===== src/rtl/avr_command_sequencer_if.sv =====
// Host-side op request channel for avr_command_sequencer (valid/ready plus op payload).
// The host owns the request fields; the sequencer owns op_ready.
interface avr_command_sequencer_if #(
  parameter int unsigned ADDR_BITS = 24
);
  logic                 op_valid;
  logic                 op_ready;
  logic [2:0]           op_code;
  logic [ADDR_BITS-1:0] op_addr;
  logic                 op_arg;

  modport master (
    output op_valid,
    output op_code,
    output op_addr,
    output op_arg,
    input  op_ready
  );

  modport slave (
    input  op_valid,
    input  op_code,
    input  op_addr,
    input  op_arg,
    output op_ready
  );
endinterface


===== src/rtl/avr_command_sequencer.sv =====
// AVR-side CPLD command initiator: expands host ops into timed command slots on ctrl_out/ctrl_strobe.
// Define IDLE_INSERT_EN to put a hold slot between consecutive strobed slots of one op.
module avr_command_sequencer #(
  parameter int unsigned CMD_DIV    = 4,
  parameter int unsigned ADDR_BITS  = 24,
  parameter int unsigned HOLD_SLOTS = 2
) (
  input  logic                   avr_clk,
  input  logic                   avr_reset_n,
  avr_command_sequencer_if.slave op,
  output logic [7:0]             ctrl_out,
  output logic                   ctrl_strobe,
  output logic                   busy,
  output logic                   done
);
  localparam int unsigned CycW  = $clog2(CMD_DIV);
  localparam int unsigned BitW  = $clog2(ADDR_BITS);
  localparam int unsigned HoldW = $clog2(HOLD_SLOTS + 1);

  localparam logic [CycW-1:0] CycLast = CycW'(CMD_DIV - 1);
  localparam logic [CycW-1:0] CycMid  = CycW'(CMD_DIV / 2 - 1);

  localparam logic [2:0] OpReset = 3'd1;
  localparam logic [2:0] OpLoad  = 3'd2;
  localparam logic [2:0] OpWrite = 3'd3;
  localparam logic [2:0] OpRead  = 3'd4;
  localparam logic [2:0] OpCount = 3'd5;
  localparam logic [2:0] OpSnes  = 3'd6;

  localparam logic [7:0] CmdIdle   = 8'h01;
  localparam logic [7:0] CmdSregHi = 8'h05;
  localparam logic [7:0] CmdCntHi  = 8'h0D;

  typedef enum logic [2:0] {StIdle, StLoad, StEmit, StHold, StShift, StDone} state_e;

  state_e               state_q;
  state_e               resume_q;
  logic [2:0]           op_q;
  logic [ADDR_BITS-1:0] addr_q;
  logic [CycW-1:0]      cyc_q;
  logic [BitW-1:0]      bit_q;
  logic [HoldW-1:0]     hold_q;
  logic                 closing_q;
  logic                 strobed_q;

  function automatic logic [7:0] open_cmd(input logic [2:0] code, input logic arg);
    case (code)
      OpReset: return 8'h03;
      OpLoad:  return 8'h04;
      OpWrite: return 8'h0A;
      OpRead:  return 8'h08;
      OpCount: return 8'h0C;
      OpSnes:  return arg ? 8'h0F : 8'h0E;
      default: return CmdIdle;
    endcase
  endfunction

  function automatic logic [7:0] close_cmd(input logic [2:0] code);
    case (code)
      OpReset: return 8'h02;
      OpLoad:  return CmdSregHi;
      OpWrite: return 8'h0B;
      OpRead:  return 8'h09;
      OpCount: return CmdCntHi;
      default: return CmdIdle;
    endcase
  endfunction

  function automatic logic [7:0] bit_cmd(input logic b);
    return b ? 8'h07 : 8'h06;
  endfunction

  always_ff @(posedge avr_clk or negedge avr_reset_n) begin
    if (!avr_reset_n) begin
      state_q     <= StIdle;
      resume_q    <= StEmit;
      op_q        <= '0;
      addr_q      <= '0;
      cyc_q       <= '0;
      bit_q       <= '0;
      hold_q      <= '0;
      closing_q   <= 1'b0;
      strobed_q   <= 1'b0;
      ctrl_out    <= CmdIdle;
      ctrl_strobe <= 1'b0;
      op.op_ready <= 1'b1;
      busy        <= 1'b0;
      done        <= 1'b0;
    end else begin
      // Mid-slot toggle gives the CPLD half a slot of setup and hold on ctrl_out.
      if (strobed_q && cyc_q == CycMid) ctrl_strobe <= ~ctrl_strobe;
      if (busy) cyc_q <= (cyc_q == CycLast) ? '0 : cyc_q + 1'b1;

      case (state_q)
        StIdle, StDone: begin
          done <= 1'b0;
          if (op.op_valid) begin
            op_q   <= op.op_code;
            addr_q <= op.op_addr;
            if (op.op_code == 3'd0 || op.op_code == 3'd7) begin
              state_q <= StDone;
              done    <= 1'b1;
            end else begin
              state_q     <= StLoad;
              ctrl_out    <= open_cmd(op.op_code, op.op_arg);
              strobed_q   <= 1'b1;
              cyc_q       <= '0;
              busy        <= 1'b1;
              op.op_ready <= 1'b0;
            end
          end else begin
            state_q <= StIdle;
          end
        end

        // First cycle of the opening slot: set up the counters for the rest of the op.
        StLoad: begin
          closing_q <= 1'b0;
          bit_q     <= BitW'(ADDR_BITS - 1);
          hold_q    <= HoldW'(HOLD_SLOTS);
          state_q   <= StEmit;
        end

        StEmit: begin
          if (cyc_q == CycLast) begin
            if (closing_q || op_q == OpSnes) begin
              state_q     <= StDone;
              done        <= 1'b1;
              busy        <= 1'b0;
              op.op_ready <= 1'b1;
              ctrl_out    <= CmdIdle;
              strobed_q   <= 1'b0;
            end else begin
              closing_q <= 1'b1;
              case (op_q)
                OpLoad: begin
`ifdef IDLE_INSERT_EN
                  state_q   <= StHold;
                  hold_q    <= HoldW'(1);
                  resume_q  <= StShift;
                  ctrl_out  <= CmdIdle;
                  strobed_q <= 1'b0;
`else
                  state_q  <= StShift;
                  ctrl_out <= bit_cmd(addr_q[ADDR_BITS-1]);
`endif
                end
                OpCount: begin
`ifdef IDLE_INSERT_EN
                  state_q   <= StHold;
                  hold_q    <= HoldW'(1);
                  resume_q  <= StEmit;
                  ctrl_out  <= CmdIdle;
                  strobed_q <= 1'b0;
`else
                  ctrl_out <= CmdCntHi;
`endif
                end
                default: begin
                  state_q   <= StHold;
                  hold_q    <= HoldW'(HOLD_SLOTS);
                  resume_q  <= StEmit;
                  ctrl_out  <= CmdIdle;
                  strobed_q <= 1'b0;
                end
              endcase
            end
          end
        end

        StHold: begin
          if (cyc_q == CycLast) begin
            if (hold_q == HoldW'(1)) begin
              state_q   <= resume_q;
              strobed_q <= 1'b1;
              ctrl_out  <= (resume_q == StShift) ? bit_cmd(addr_q[ADDR_BITS-1]) : close_cmd(op_q);
            end else begin
              hold_q <= hold_q - 1'b1;
            end
          end
        end

        // Address goes out MSB first; addr_q shifts left so the next bit is always near the top.
        StShift: begin
          if (cyc_q == CycLast) begin
            addr_q <= addr_q << 1;
            if (bit_q == '0) begin
`ifdef IDLE_INSERT_EN
              state_q   <= StHold;
              hold_q    <= HoldW'(1);
              resume_q  <= StEmit;
              ctrl_out  <= CmdIdle;
              strobed_q <= 1'b0;
`else
              state_q  <= StEmit;
              ctrl_out <= CmdSregHi;
`endif
            end else begin
              bit_q <= bit_q - 1'b1;
`ifdef IDLE_INSERT_EN
              state_q   <= StHold;
              hold_q    <= HoldW'(1);
              resume_q  <= StShift;
              ctrl_out  <= CmdIdle;
              strobed_q <= 1'b0;
`else
              ctrl_out <= bit_cmd(addr_q[ADDR_BITS-2]);
`endif
            end
          end
        end

        default: state_q <= StIdle;
      endcase
    end
  end
endmodule


===== src/flat_wrapper.sv =====
// flat-port wrapper written by rule: the top's interface ports become plain ports
module avr_command_sequencer_flat 
#(
  parameter int unsigned CMD_DIV    = 4,
  parameter int unsigned ADDR_BITS  = 24,
  parameter int unsigned HOLD_SLOTS = 2
)
  (avr_clk, avr_reset_n, ctrl_out, ctrl_strobe, busy, done, op_op_valid, op_op_code, op_op_addr, op_op_arg, op_op_ready);
  avr_command_sequencer_if #(.ADDR_BITS(ADDR_BITS)) op_i ();
  input  logic avr_clk;
  input  logic avr_reset_n;
  output logic [7:0] ctrl_out;
  output logic ctrl_strobe;
  output logic busy;
  output logic done;
  input wire logic [$bits(op_i.op_valid)-1:0] op_op_valid;
  input wire logic [$bits(op_i.op_code)-1:0] op_op_code;
  input wire logic [$bits(op_i.op_addr)-1:0] op_op_addr;
  input wire logic [$bits(op_i.op_arg)-1:0] op_op_arg;
  output wire logic [$bits(op_i.op_ready)-1:0] op_op_ready;
  assign op_i.op_valid = op_op_valid;
  assign op_i.op_code = op_op_code;
  assign op_i.op_addr = op_op_addr;
  assign op_i.op_arg = op_op_arg;
  assign op_op_ready = op_i.op_ready;
  avr_command_sequencer #(.CMD_DIV(CMD_DIV), .ADDR_BITS(ADDR_BITS), .HOLD_SLOTS(HOLD_SLOTS)) u_core (.avr_clk(avr_clk), .avr_reset_n(avr_reset_n), .op(op_i), .ctrl_out(ctrl_out), .ctrl_strobe(ctrl_strobe), .busy(busy), .done(done));
endmodule

===== config.mk =====
export PLATFORM = sky130hd
export DESIGN_NAME = avr_command_sequencer_flat
export DESIGN_NICKNAME = d
export VERILOG_FILES = /design/src/rtl/avr_command_sequencer_if.sv /design/src/rtl/avr_command_sequencer.sv /design/src/flat_wrapper.sv
export SDC_FILE = /design/constraint.sdc
export NUM_CORES = 1
export LEC_CHECK = 0
export BUFFER_PORTS_ARGS = -buffer_cell sky130_fd_sc_hd__buf_2
export CAP_MARGIN = 0
export CORE_UTILIZATION = 45
export CTS_CLUSTER_DIAMETER = 50
export DETAILED_ROUTE_END_ITERATION = 10
export HOLD_SLACK_MARGIN = 0.08
export PLACE_DENSITY = 0.65
export SYNTH_ARGS = -nofsm -noshare
export SYNTH_HDL_FRONTEND = slang
export SYNTH_SLANG_ARGS = --single-unit

===== constraint.sdc =====
create_clock -name avr_clk -period 2.3 [get_ports avr_clk]
set_input_delay 0.345 -clock avr_clk [delete_from_list [all_inputs] [get_ports avr_clk]]
set_output_delay 0.345 -clock avr_clk [all_outputs]
set_load 0.005 [all_outputs]

After elaboration in Yosys (flattened, before gate mapping)
Cells that the tools add are included.

storage, ports and cells
  flip-flop bits (word level) = 53
  latch bits = 0
  memory bits (writable) = 0
  bits in read-only memories = 0
  input port bits = 31
  output and inout bits = 12
  memories kept = 0

cells by class
  $add $sub $neg = 3
  multipliers = 0
  divide/modulo/power cells = 0
  magnitude comparators = 0
  equal/unequal tests = 35
  shifts and indexed selects = 0
  multiplexer cells = 64
  bitwise gates (word level) = 1
  reduce and logical (&&, ||, !) cells = 25

operator list
  operator                                                count
  two-way mux 8 bit                                       8
  two-way mux 24 bit                                      2
  one-hot mux 24 bit (2 select lines)                     1
  one-hot mux 8 bit (6 select lines)                      1
  one-hot mux 8 bit (4 select lines)                      1
  equality test 3 bit (second input constant)             9
  two-way mux 3 bit                                       8
  two-way mux 1 bit                                       20
  two-way mux 2 bit                                       10
  one-hot mux 4 bit (5 select lines)                      1
  equality test 3 x 2 -> 1 bit (second input constant)    6
  one-hot mux 8 bit (2 select lines)                      1
  one-hot mux 3 bit (5 select lines)                      1
  AND reduction 7 bit                                     2
  inequality test 2 x 1 -> 1 bit (second input constant)  6
  inequality test 2 bit (second input constant)           6
  AND reduction 3 bit                                     4
  AND reduction 6 bit                                     2
  two-way mux 5 bit                                       2
  one-hot mux 5 bit (2 select lines)                      1
  equality test 3 x 1 -> 1 bit (second input constant)    3
  one-hot mux 1 bit (2 select lines)                      4
  nonzero test 2 bit                                      4
  zero test 3 bit                                         2
  18 further kinds                                        23

Logic depth before layout (Yosys ltp)
  depth after elaboration = 6
  depth in mapped cells = 7

Worst setup path before layout
OpenSTA, ideal clock, no wires.

  path type = register -> register
  start point = register u_core.state_q[0]
  end point = register u_core.bit_q[3]
  setup time = 0.077 ns
  data arrival time = 1.833 ns
  required time = 2.223 ns
  setup slack = 0.390 ns
  stages on the path, launching flop included = 7
  path through = dfrtp_1 buf_6 or3b_1 buf_6 o21ba_4 or4_1 a21oi_1

on the way
  longest elaborated chain between the ends = 3
  elaborated cells on any way between the ends = 7
  classes of those cells = eq/ne: 4; mux: 1; reduce/logical: 2

ends and longest elaborated chain
  element                                                                     line                          source
  start: declaration                                                          avr_command_sequencer.sv:36   state_e state_q;
  start signal: assignment                                                    avr_command_sequencer.sv:75   state_q <= StIdle;
  start signal: assignment                                                    avr_command_sequencer.sv:101  state_q <= StDone;
  start signal: assignment                                                    avr_command_sequencer.sv:104  state_q <= StLoad;
  equality test 3 bit / equality test 3 x 1 -> 1 bit (equally long branches)  avr_command_sequencer.sv:94   case (state_q)
  inequality test 2 bit (no source line) (tied with other cells)              n/a
  AND reduction 3 bit (no source line)                                        n/a
  end signal: assignment                                                      avr_command_sequencer.sv:119  bit_q <= BitW'(ADDR_BITS - 1);
  end signal: assignment                                                      avr_command_sequencer.sv:199  bit_q <= bit_q - 1'b1;
  end: declaration                                                            avr_command_sequencer.sv:41   logic [BitW-1:0] bit_q;

Parallel ways exist; a longest one is shown, timed or not.
A chain may end at the register's enable or synchronous reset.

Final worst setup path
  start point = register u_core.state_q[0]
  end point = register u_core.ctrl_out[1]

on the way
  longest elaborated chain between the ends = 4
  elaborated cells on any way between the ends = 15
  classes of those cells = eq/ne: 10; mux: 1; reduce/logical: 4

ends and longest elaborated chain
  element                                                                              line                          source
  equality test 3 bit / zero test 3 bit (equally long branches)                        avr_command_sequencer.sv:94
  OR reduction 2 bit                                                                   avr_command_sequencer.sv:94
  nonzero test 4 bit (no source line) / inequality test 2 bit (equally long branches)  n/a
  AND reduction 7 bit (no source line)                                                 n/a
  end signal: assignment                                                               avr_command_sequencer.sv:84   ctrl_out <= CmdIdle;
  end signal: assignment                                                               avr_command_sequencer.sv:105  ctrl_out <= open_cmd(op.op_code, op.op_arg);
  end signal: assignment                                                               avr_command_sequencer.sv:131  ctrl_out <= CmdIdle;
  end: declaration                                                                     avr_command_sequencer.sv:11   output logic [7:0] ctrl_out,

Parallel ways exist; a longest one is shown, timed or not.

==> run summary <==
### Routing
* highest routed metal layer: met4
* Total Wirelength: 6.20 mm
* first drt pass iteration count: 4
* routed length on met2: 2.81 mm
* met3 wire len: 323 µm
* remaining number of nets flagged by the antenna check after routing: 0
* wire length per cell: 14.8 µm
* first-iteration detailed-routing DRC count: 161
* routed metal-1 wire length: 2.97 mm
* drt drc: 0
* routed vias: 2,387
* detail-routed via count per cell: 5.71

### Floorplan
* Die Outline Area: 6670 µm²
* initial core utilization: 47.4%
* Core Rows: 28
* Die Span Y: 81.7 µm
* die span in x: 81.7 µm
* Placeable Area: 6030 µm²
* io pins: 43

### Flow run
* number of maximum-capacitance constraint violations: 0

### Setup path
* crit path DAT: 2.23 ns
* element type at the critical path end: flop
* cell depth of the worst flop-to-flop path: 4
* critical path launch point type: flop
* Setup CP Type: reg -> reg
* data required time at the worst endpoint: 2.49 ns
* highest-delay cell along the critical path: dfrtp_1
* crit-path cells: nor4bb_1 -> a31oi_1 -> and3_1 -> o41a_1
* critical-path maximum fanout: 16
* largest stage delay on the critical path: 0.55 ns

### Place
* number of cells after detailed placement: 409
* weighted congestion reported at the end of routability-driven placement: 0.898
* pre-CTS setup slack: 0.308 ns
* number of I/O port buffers: 38
* post-detail-place hpwl: 4.42 mm

### Power and ir drop
* internal cell power: 0.00232 W
* maximum ir drop on the vdd rail: 555 µV
* relative contribution of combinational cells to total power: 40.5%
* clock group share of total power: 16.9%
* Power Dens Cells: 1170 nW/µm²
* net switching share of the total power: 38.8%
* Static Leakage: 1.42 nW
* sequential power share: 42.6%
* Switching Power: 0.00147 W
* post-route total power: 0.00379 W

### GRT
* combined global-route utilization of all metal layers: 21.5%
* antenna violations before repair: 0
* first-pass GRT wire length: 10.8 mm
* pin count of the biggest net entering global routing: 48
* gr ovfl total: 0
* number of global-route vias before repair: 2,286

### STA
* max-slew violation count: 0
* sum of negative setup slack: 0 ns
* setup repair after global routing missed its margin: no
* Highest Clock Rate: 0.491 GHz
* Final Hold Violating Endpoints: 0
* Post-Route Skew: 0.0131 ns
* Relative slew margins: 61.1%
* final setup vio count: 0
* Final Worst Setup Slack: 0.261 ns
* Worst-Margin Slew: 0.579 ns
* min Tclk post-route: 2.04 ns
* share of the cycle needed by the critical path after routing: 88.6%
* worst hold slack: 0.267 ns

### Min path
* worst hold stages: 2
* HP Class: in -> reg

### Synth
* leading register cell type out of synthesis: dfrtp_1
* number of synthesis warnings: 0
* count of mapped cells out of synthesis: 308
* synthesized area divided by synthesized cell count: 9.27 µm²
* count of unique library cells instantiated by Yosys: 61
* post-synthesis cell type with the largest combined area: dfrtp_1
* flip-flop and latch count after synthesis: 49
* cells taking the most area after synthesis: dfrtp_1, mux2i_1, o21ai_0
* post-synthesis cell area: 2860 µm²
* asr flop ratio synth: 100%
* Seq/Total Area, Yosys: 43.0%
* top cell type's share of synthesized area: 41.2%
* number of enable-type register cells in the synthesized netlist: 0

### CTS
* clock root cell: clkbuf_8
* register clock-pin slew on the reported worst setup and hold paths: 0.10 ns
* TritonCTS Buffers: 5
* H-tree Lvls: 2
* count of clock tree sinks: 49
* insertion delay of the later-clocked pin in the worst-skew pair: 0.32 ns
* count of cells resized by post-cts repair: 0
* number of hold buffers added after CTS: 1
* Max clock buf depth: 2
* Post-CTS Repair Setup Buffers: 0
* CTS tree: yes

### Finish
* non-filler instance count after layout: 418
* number of fillers in the final layout: 567
* layout cells sized above 1: 20.7%
* area of combinational cells with multiple inputs: 1470 µm²
* net count reported at finish: 378
* ANT cells: 0
* highest-count cells in the layout ignoring fill and taps: dfrtp_1, buf_2, nand2_1
* register cell area after layout: 1230 µm²
* Layout area overhead: 13.7%
* leading cell type in the layout, fill and taps excluded: dfrtp_1

### Outcome
* outcome: finished clean

==> critical path, delay by kind of cell (launching register included) <==
kind / cells / cell delay (ns)
compound gates: 2 / 0.58
flops: 1 / 0.55
simple gates: 2 / 0.79
==> routing by layer <==
layer / vias up / GRT usage [%]
li1: 1167 / -
met1: 1143 / 29.6
met2: 67 / 34.3
met3: 10 / 4.67
met4: 0 / 5.44
met5: - / 0
==> flip-flops by register name, summed over array words and instances, names as in the netlist <==
signal / count
u_core.addr_q: 24
u_core.bit_q: 5
u_core.busy: 1
u_core.closing_q: 1
u_core.ctrl_out: 4
u_core.ctrl_strobe: 1
u_core.cyc_q: 2
u_core.done: 1
u_core.hold_q: 2
u_core.op.op_ready: 1
u_core.op_q: 3
u_core.state_q: 3
u_core.strobed_q: 1
==> cell usage after synthesis (all sizes together), types with 3 or more instances <==
| library cell | instances |
|---|---|
| inv | 13 |
| dfrtp | 47 |
| nand2b | 7 |
| or3 | 3 |
| mux2 | 4 |
| nand2 | 37 |
| nor2b | 5 |
| clkbuf | 17 |
| o211ai | 3 |
| mux2i | 26 |
| nor4 | 3 |
| nor2 | 13 |
| ha | 5 |
| a21oi | 14 |
| o21ai | 32 |
| nand4 | 3 |
| o22ai | 3 |
| nor3 | 5 |
| buf | 9 |
| nand3b | 4 |
| a31oi | 5 |
==> cell type report <==
cell class,count,area share [%]
multi-input cells,223,45.2
flip-flops and latches,49,37.8
repair buffers,50,9.09
well taps,75,2.89
clock buffers,5,2.12
inverters,13,1.50
clock inverters,3,1.35
==> power groups by stage <==
stage	clock, W	combinational (W)	sequential [W]
2_1_floorplan	0	0.00122	0.00149
5_1_grt	0.000700	0.00177	0.00169
3_5_place_dp	0	0.00153	0.00163
6_report	0.000640	0.00153	0.00161
3_3_place_gp	0	0.00151	0.00162
4_1_cts	0.000656	0.00154	0.00162
==> final timing paths <==
kind                                           startpoint                              to  slack (ns)
min in group asynchronous                     avr_reset_n  u_core.ctrl_strobe$_DFFE_PN0P_        0.55
max in group asynchronous                     avr_reset_n  u_core.op.op_ready$_DFFE_PN1P_        1.09
max reg2reg                 u_core.state_q[0]$_DFFE_PN0P_  u_core.ctrl_out[1]$_DFFE_PN0P_        0.26
min                                         op_op_addr[0]    u_core.addr_q[0]$_DFFE_PN0P_        0.27
max                         u_core.state_q[0]$_DFFE_PN0P_  u_core.ctrl_out[1]$_DFFE_PN0P_        0.26
min reg2reg                u_core.ctrl_strobe$_DFFE_PN0P_  u_core.ctrl_strobe$_DFFE_PN0P_        0.47
==> metrics by stage <==
step	util [%]	instance area [µm²]
3_5_place_dp	51.8	3120
6_report	53.9	3250
4_1_cts	53.9	3250
5_1_grt	53.9	3250
2_1_floorplan	-	2870
3_3_place_gp	51.8	3120
==> cell families after synthesis <==
group	count (synthesis)	synth area share, %
DFF	49	43.0
other	1	0.131
muxes	30	10.7
AOI/OAI and AO/OA	86	19.7
xor gates and xnor gates	2	0.613
and+or+nand+nor	96	17.4
adders and majority gates	5	2.19
buffers and inverters	39	6.31
(Power assumes the default switching activity.)
